$ cat src/rtl/mem_arb_pkg.sv
// rtl/mem_arb_pkg.sv - shared encodings and widths for the memory arbiter
//
// Purpose : FSM state encoding, owner encoding, line and line-address widths
//           used by mem_arbiter and mem_arb_prio.
// Ports   : none (package).

package mem_arb_pkg;

    localparam int LINE_BITS      = 128;
    localparam int LINE_ADDR_BITS = 16;

    typedef enum logic [1:0] {
        ST_IDLE  = 2'd0,
        ST_ISSUE = 2'd1,
        ST_WAIT  = 2'd2,
        ST_RESP  = 2'd3
    } state_t;

    typedef enum logic [1:0] {
        OWN_WB  = 2'd0,
        OWN_DC  = 2'd1,
        OWN_PTW = 2'd2,
        OWN_IC  = 2'd3
    } owner_t;

endpackage

$ cat src/rtl/mem_arb_prio.sv
// rtl/mem_arb_prio.sv - fixed-priority winner pick with IC starvation override
//
// Purpose : Combinational winner select (WB > DC > PTW > IC) plus a counter of
//           non-IC grants made while the IC is waiting; once the counter hits
//           STARVE_LIMIT the IC wins the next arbitration.
// Ports   : clk, rst      - clock, async active-low reset
//           grant         - arbitration is being committed this cycle
//           wb_req/dc_req/ptw_req/ic_req - requester levels
//           any_req       - at least one request is pending
//           winner        - selected owner for this cycle

module mem_arb_prio
    import mem_arb_pkg::*;
#(
    parameter int STARVE_LIMIT = 4
) (
    input  logic   clk,
    input  logic   rst,
    input  logic   grant,
    input  logic   wb_req,
    input  logic   dc_req,
    input  logic   ptw_req,
    input  logic   ic_req,
    output logic   any_req,
    output owner_t winner
);

    localparam int CW = (STARVE_LIMIT < 1) ? 1 : $clog2(STARVE_LIMIT + 1);

    logic [CW-1:0] starve_cnt;
    logic          starved;

    assign starved = ic_req && (starve_cnt == CW'(STARVE_LIMIT));

    always_comb begin
        any_req = wb_req | dc_req | ptw_req | ic_req;
        winner  = OWN_IC;
        if (starved)      winner = OWN_IC;
        else if (wb_req)  winner = OWN_WB;
        else if (dc_req)  winner = OWN_DC;
        else if (ptw_req) winner = OWN_PTW;
        else              winner = OWN_IC;
    end

    // Counter saturates at the limit; it only matters while the IC keeps asking.
    always_ff @(posedge clk or negedge rst) begin
        if (!rst) begin
            starve_cnt <= '0;
        end else if (!ic_req) begin
            starve_cnt <= '0;
        end else if (grant) begin
            if (winner == OWN_IC)
                starve_cnt <= '0;
            else if (starve_cnt != CW'(STARVE_LIMIT))
                starve_cnt <= starve_cnt + CW'(1);
        end
    end

endmodule

$ cat src/rtl/mem_arbiter.sv
// rtl/mem_arbiter.sv - four-requester arbiter in front of a line-wide backing memory
//
// Purpose : Serialises IC fetch, D-cache fill, D-cache write-back and PTW word
//           reads onto one backing-memory port, one transaction at a time.
// Ports   : clk, rst                         - clock, async active-low reset
//           Ic_mem_*  / F_mem_*              - IC line read
//           Dc_mem_*  / MEM_*                - D-cache line fill
//           Dc_wb_*                          - D-cache line write-back
//           Ptw_mem_*                        - PTW word read (byte address)
//           Arb_*                            - backing-memory request/response

module mem_arbiter
    import mem_arb_pkg::*;
#(
    parameter int XLEN         = 32,
    parameter int PC_BITS      = 20,
    parameter int STARVE_LIMIT = 4
) (
    input  logic                 clk,
    input  logic                 rst,
    input  logic                 Ic_mem_req,
    input  logic [PC_BITS-5:0]   Ic_mem_addr,
    output logic [LINE_BITS-1:0] F_mem_inst,
    output logic                 F_mem_valid,
    input  logic                 Dc_mem_req,
    input  logic [PC_BITS-5:0]   Dc_mem_addr,
    output logic [LINE_BITS-1:0] MEM_data_line,
    output logic                 MEM_mem_valid,
    input  logic                 Dc_wb_we,
    input  logic [PC_BITS-5:0]   Dc_wb_addr,
    input  logic [LINE_BITS-1:0] Dc_wb_wline,
    output logic                 Dc_wb_done,
    input  logic                 Ptw_mem_req,
    input  logic [PC_BITS-1:0]   Ptw_mem_addr,
    output logic [XLEN-1:0]      Ptw_mem_rdata,
    output logic                 Ptw_mem_valid,
    output logic                 Arb_req,
    output logic                 Arb_we,
    output logic [PC_BITS-5:0]   Arb_addr,
    output logic [LINE_BITS-1:0] Arb_wline,
    input  logic [LINE_BITS-1:0] Arb_rline,
    input  logic                 Arb_valid
);

    localparam int WORDS     = LINE_BITS / XLEN;
    localparam int WI_BITS   = (WORDS < 2) ? 1 : $clog2(WORDS);
    localparam int BYTE_BITS = $clog2(XLEN / 8);

    state_t                state, state_next;
    owner_t                owner, winner;
    logic                  any_req;
    logic                  grant;
    logic                  accept;
    logic [WI_BITS-1:0]    ptw_word;
    logic [LINE_BITS-1:0]  resp_line;
    logic                  unused_ptw_lsb;

    // Byte offset inside the PTW word has no meaning at line granularity.
    assign unused_ptw_lsb = ^Ptw_mem_addr[BYTE_BITS-1:0];

    assign grant  = (state == ST_IDLE) && any_req;
    // Responses are only meaningful while a grant is outstanding; anything
    // else (stale data after reset, spurious pulses) is dropped.
    assign accept = ((state == ST_ISSUE) || (state == ST_WAIT)) && Arb_valid;

    mem_arb_prio #(
        .STARVE_LIMIT (STARVE_LIMIT)
    ) u_prio (
        .clk     (clk),
        .rst     (rst),
        .grant   (grant),
        .wb_req  (Dc_wb_we),
        .dc_req  (Dc_mem_req),
        .ptw_req (Ptw_mem_req),
        .ic_req  (Ic_mem_req),
        .any_req (any_req),
        .winner  (winner)
    );

    always_ff @(posedge clk or negedge rst) begin
        if (!rst) state <= ST_IDLE;
        else      state <= state_next;
    end

    always_comb begin
        state_next    = state;
        Arb_req       = 1'b0;
        F_mem_valid   = 1'b0;
        MEM_mem_valid = 1'b0;
        Dc_wb_done    = 1'b0;
        Ptw_mem_valid = 1'b0;
        case (state)
            ST_IDLE:  if (any_req) state_next = ST_ISSUE;
            ST_ISSUE: begin
                Arb_req    = 1'b1;
                state_next = Arb_valid ? ST_RESP : ST_WAIT;
            end
            ST_WAIT:  if (Arb_valid) state_next = ST_RESP;
            ST_RESP: begin
                state_next = ST_IDLE;
                case (owner)
                    OWN_WB:  Dc_wb_done    = 1'b1;
                    OWN_DC:  MEM_mem_valid = 1'b1;
                    OWN_PTW: Ptw_mem_valid = 1'b1;
                    OWN_IC:  F_mem_valid   = 1'b1;
                    default: ;
                endcase
            end
            default:  state_next = ST_IDLE;
        endcase
    end

    always_ff @(posedge clk or negedge rst) begin
        if (!rst) begin
            owner         <= OWN_WB;
            Arb_we        <= 1'b0;
            Arb_addr      <= '0;
            Arb_wline     <= '0;
            ptw_word      <= '0;
            resp_line     <= '0;
            Ptw_mem_rdata <= '0;
        end else begin
            if (grant) begin
                owner     <= winner;
                Arb_we    <= (winner == OWN_WB);
                Arb_wline <= (winner == OWN_WB) ? Dc_wb_wline : '0;
                ptw_word  <= Ptw_mem_addr[BYTE_BITS +: WI_BITS];
                case (winner)
                    OWN_WB:  Arb_addr <= Dc_wb_addr;
                    OWN_DC:  Arb_addr <= Dc_mem_addr;
                    OWN_PTW: Arb_addr <= Ptw_mem_addr[PC_BITS-1:4];
                    default: Arb_addr <= Ic_mem_addr;
                endcase
            end
            if (accept) begin
                resp_line <= Arb_rline;
                if (owner == OWN_PTW)
                    Ptw_mem_rdata <= Arb_rline[int'(ptw_word) * XLEN +: XLEN];
            end
        end
    end

    assign F_mem_inst    = resp_line;
    assign MEM_data_line = resp_line;

endmodule

$ cat config.mk
export PLATFORM = sky130hd
export DESIGN_NAME = mem_arbiter
export DESIGN_NICKNAME = d
export VERILOG_FILES = /design/src/rtl/mem_arb_pkg.sv /design/src/rtl/mem_arb_prio.sv /design/src/rtl/mem_arbiter.sv
export SDC_FILE = /design/constraint.sdc
export NUM_CORES = 1
export LEC_CHECK = 0
export CAP_MARGIN = 20
export CORE_AREA = 2 2 300 302
export CTS_CLUSTER_DIAMETER = 60
export DETAILED_ROUTE_END_ITERATION = 10
export DIE_AREA = 0 0 302 304
export GPL_ROUTABILITY_DRIVEN = 0
export PLACE_DENSITY = 0.5
export SYNTH_ARGS = -nofsm -noshare
export SYNTH_HDL_FRONTEND = slang
export SYNTH_HIERARCHICAL = 1
export SYNTH_SLANG_ARGS = --single-unit
$ cat constraint.sdc
create_clock -name clk -period 5.5 [get_ports clk]
set_input_delay 1.1 -clock clk [delete_from_list [all_inputs] [get_ports clk]]
set_output_delay 1.1 -clock clk [all_outputs]
set_load 0.01 [all_outputs]
==> impl_metrics.py <==
metrics = {
    "worst_setup_path": {
        "crit_type": "reg -> out",
        "crit_path_top_delay_cell": "nor3b_1",
        "critPathLaunchType": "flip-flop",
        "crit_arrival_ns": 2.60,
        "path_delay_family": "simple AND/OR/NAND/NOR gates",
        "worstPathRequired_ns": 4.40,
        "path_cells": "ha_1 > nor3b_1 > clkdlybuf4s50_1",
        "worstPathMaxFanout": 5,
        "slowest_delay_ns": 0.69,
        "critPathBufInv": 1,
        "cp-end-kind": "output port",
    },
    "placement": {
        "hpwl_microns": 43540,
        "portBuffers": 766,
    },
    "die": {
        "fp.dieW_microns": 302,
        "core_sq_mm": 0.08905,
        "io_pins": 769,
        "rows": 110,
        "die_h_microns": 304,
        "design.die.area_sq_mm": 0.09181,
        "initial_core_util_pct": 15.48,
    },
    "detailed_routing": {
        "drt_iter0_drc": 313,
        "ant_nets": 0,
        "finalWirelength_microns": 56450,
        "remaining_drc_errors": 0,
        "wl_per_cell_microns": 20.50,
        "vias_per_cell": 3.759,
        "vias": 10353,
        "drt_pre_antenna_iters": 4,
    },
    "global_routing": {
        "grt_max_degree": 123,
        "grt-ovfl-total": 0,
        "antenna_found_initial": 7,
        "grt_pass1_vias": 11197,
        "grt_pass1_wl_microns": 79810,
        "grt_usage_pct": 11.81,
    },
    "timing": {
        "min_period_ns": 3.700,
        "maxClockFrequency_ghz": 0.2703,
        "finalClockSkew_ns": 0.01882,
        "rsz0062_at_grt": "no",
        "finalSetupTns_ns": 0,
        "tightest_slew_ns": 1.087,
        "fin_hold_ws_ns": 0.4801,
        "hold_viol": 0,
        "drv_slew": 0,
        "finalSetupViolations": 0,
        "period_share_pct": 67.27,
        "maxSlewHeadroom_pct": 27.51,
    },
    "power": {
        "p_leak_uw": 0.009420,
        "peakVddDrop_v": 0.0003280,
        "p_per_area_mw_per_mm2": 602.3,
    },
    "yosys": {
        "synth.net_count": 1243,
        "ys_ff_latch": 314,
        "synth_area_leaders": "dfrtp_1 (57%), mux2_2 (14%), a22o_1 (8.1%), buf_4 (7.0%), mux4_2 (6.7%)",
        "synth_top_cell_area_share_pct": 57.00,
        "syn_area_sq_mm": 0.01378,
        "synth_warnings": 6,
        "synth_cells": 905,
        "synth_top_cell_by_area": "dfrtp_1",
        "ys_types": 34,
        "synth_seq_area_share_pct": 57.00,
        "avgSynthCellArea_sq_um": 15.23,
    },
    "final_layout": {
        "syn_to_final_growth_pct": 69.35,
        "nets": 1882,
        "antennaDiodeCount": 0,
        "area.sequential_sq_mm": 0.007860,
        "final_cell_mix": "clkdlybuf4s50_1 (765), dfrtp_1 (312), mux2_2 (172), a22o_1 (128), clkbuf_16 (45)",
        "multi_input_area_sq_mm": 0.004624,
        "layout_commonest_cell": "clkdlybuf4s50_1",
        "layout-drive-gt1-share_pct": 20.60,
        "nFillCells": 9119,
    },
    "clocking": {
        "worstSkewPairLatency_ns": 0.57,
        "cts_resized": 0,
        "cts.clk_slew.worst_paths_ns": 0.05,
        "cts-root-buf": "clkbuf_16",
        "cts_num_sinks": 314,
        "post-cts-setup-buffers": 0,
        "numCtsBuffers": 44,
        "hold_buffers": 0,
        "cts_tree": "yes",
        "cts_max_path_buffers": 3,
        "htreeDepth": 2,
    },
    "job": {
        "cap_violations": 0,
    },
    "run_status": {
        "outcome": "finished, final reports clean",
    },
    "worst_hold_path": {
        "hp-class": "in -> async",
    },
}
==> state kept, by name (all words and copies together), names as in the netlist <==
register / cells
state: 2
ptw_word: 2
F_mem_inst: 128
Arb_addr: 16
u_prio/starve_cnt: 3
owner: 2
Arb_we: 1
Arb_wline: 128
Ptw_mem_rdata: 32
==> final cells by class <==
type | instances | share of cell area (%)
timing repair buffer | 779 | 33.45
clock buffer | 56 | 5.344
tap | 1176 | 6.303
inverter | 7 | 0.1126
sequential | 314 | 33.67
multi-input combinational | 398 | 19.81
clock inverter | 24 | 1.313
==> synth_stat cells <==
library cell / instances
dfrtp_1: 314
mux2_2: 172
a22o_1: 128
buf_4: 128
mux4_2: 41
buf_2: 36
clkbuf_1: 16
mux2_4: 9
ha_1: 7
mux4_1: 7
nand2_1: 7
inv_1: 6
a21oi_1: 4
buf_12: 4
buf_6: 2
nand2b_1: 2
nand4_1: 2
nor2_1: 2
nor3_1: 2
o21ai_0: 2
a21o_1: 1
a31o_2: 1
and2b_2: 1
and3_1: 1
and3b_1: 1
inv_2: 1
nand2b_4: 1
nand3_1: 1
nand4b_1: 1
nor3b_1: 1
o211ai_1: 1
o31ai_1: 1
o41ai_1: 1
or3_4: 1
==> power breakdown <==
part / total [uW] / switching, uW / internal [uW]
Combinational: 6860 / 2810 / 4050
Sequential: 4180 / 832 / 3350
Clock: 3020 / 1160 / 1860
==> worst register-to-register path, stage by stage, from the launching register on <==
cell and delay (ns):
dfrtp_1 0.38, inv_1 0.09, ha_1 0.22, nand3_1 0.15, o21ai_2 0.32, nor3_2 0.27
buf_4 0.38, buf_4 0.80, a22o_1 0.41
==> logic make-up (layout without fill, tap and decap cells) <==
family	after synthesis	after routing	share of synthesized area, %
buf+inv	193	866	9.649
simple gates	23	23	1.008
mux	229	229	23.06
compound gates	139	139	8.641
flops	314	314	57.00
fa+ha+maj	7	7	0.6354
==> metal layers <==
metal	wire, microns	track usage (%)
met5	47	0
met4	1132	3.051
met3	5039	3.884
met2	28420	20.90
met1	21800	13.55
==> per-stage QoR <==
stage / area (sq um) / util (%) / total power, uW / setup slack [ns] / cells
after detailed placement: 21790 / 24.47 / 11220 / 1.351 / 2674
after global placement: 21790 / 24.47 / 11170 / 1.449 / 2674
after CTS: 23340 / 26.21 / 14360 / 1.733 / 2754
after global routing: 23340 / 26.21 / 14870 / 1.661 / 2754
after floorplan: 13780 / - / 7579 / 2.851 / 905
final: 23340 / 26.21 / 14060 / 1.800 / 2754
==> path summary, 6_finish.rpt <==
| check | start | to | slack [ns] | cells past startpoint |
|---|---|---|---|---|
| setup / recovery | state[1] | Dc_wb_done | 1.80 | 3 |
| hold / removal | rst | Arb_addr[10] | 0.48 | 1 |
| setup reg to reg | u_prio/starve_cnt[0] | Arb_wline[73] | 2.40 | 8 |
| hold reg to reg | Arb_we | Arb_we | 0.48 | 1 |
| max in group asynchronous | rst | Arb_addr[15] | 3.76 | 2 |
| min in group clk | Arb_we | Arb_we | 0.48 | 1 |
(Power assumes the default switching activity.)
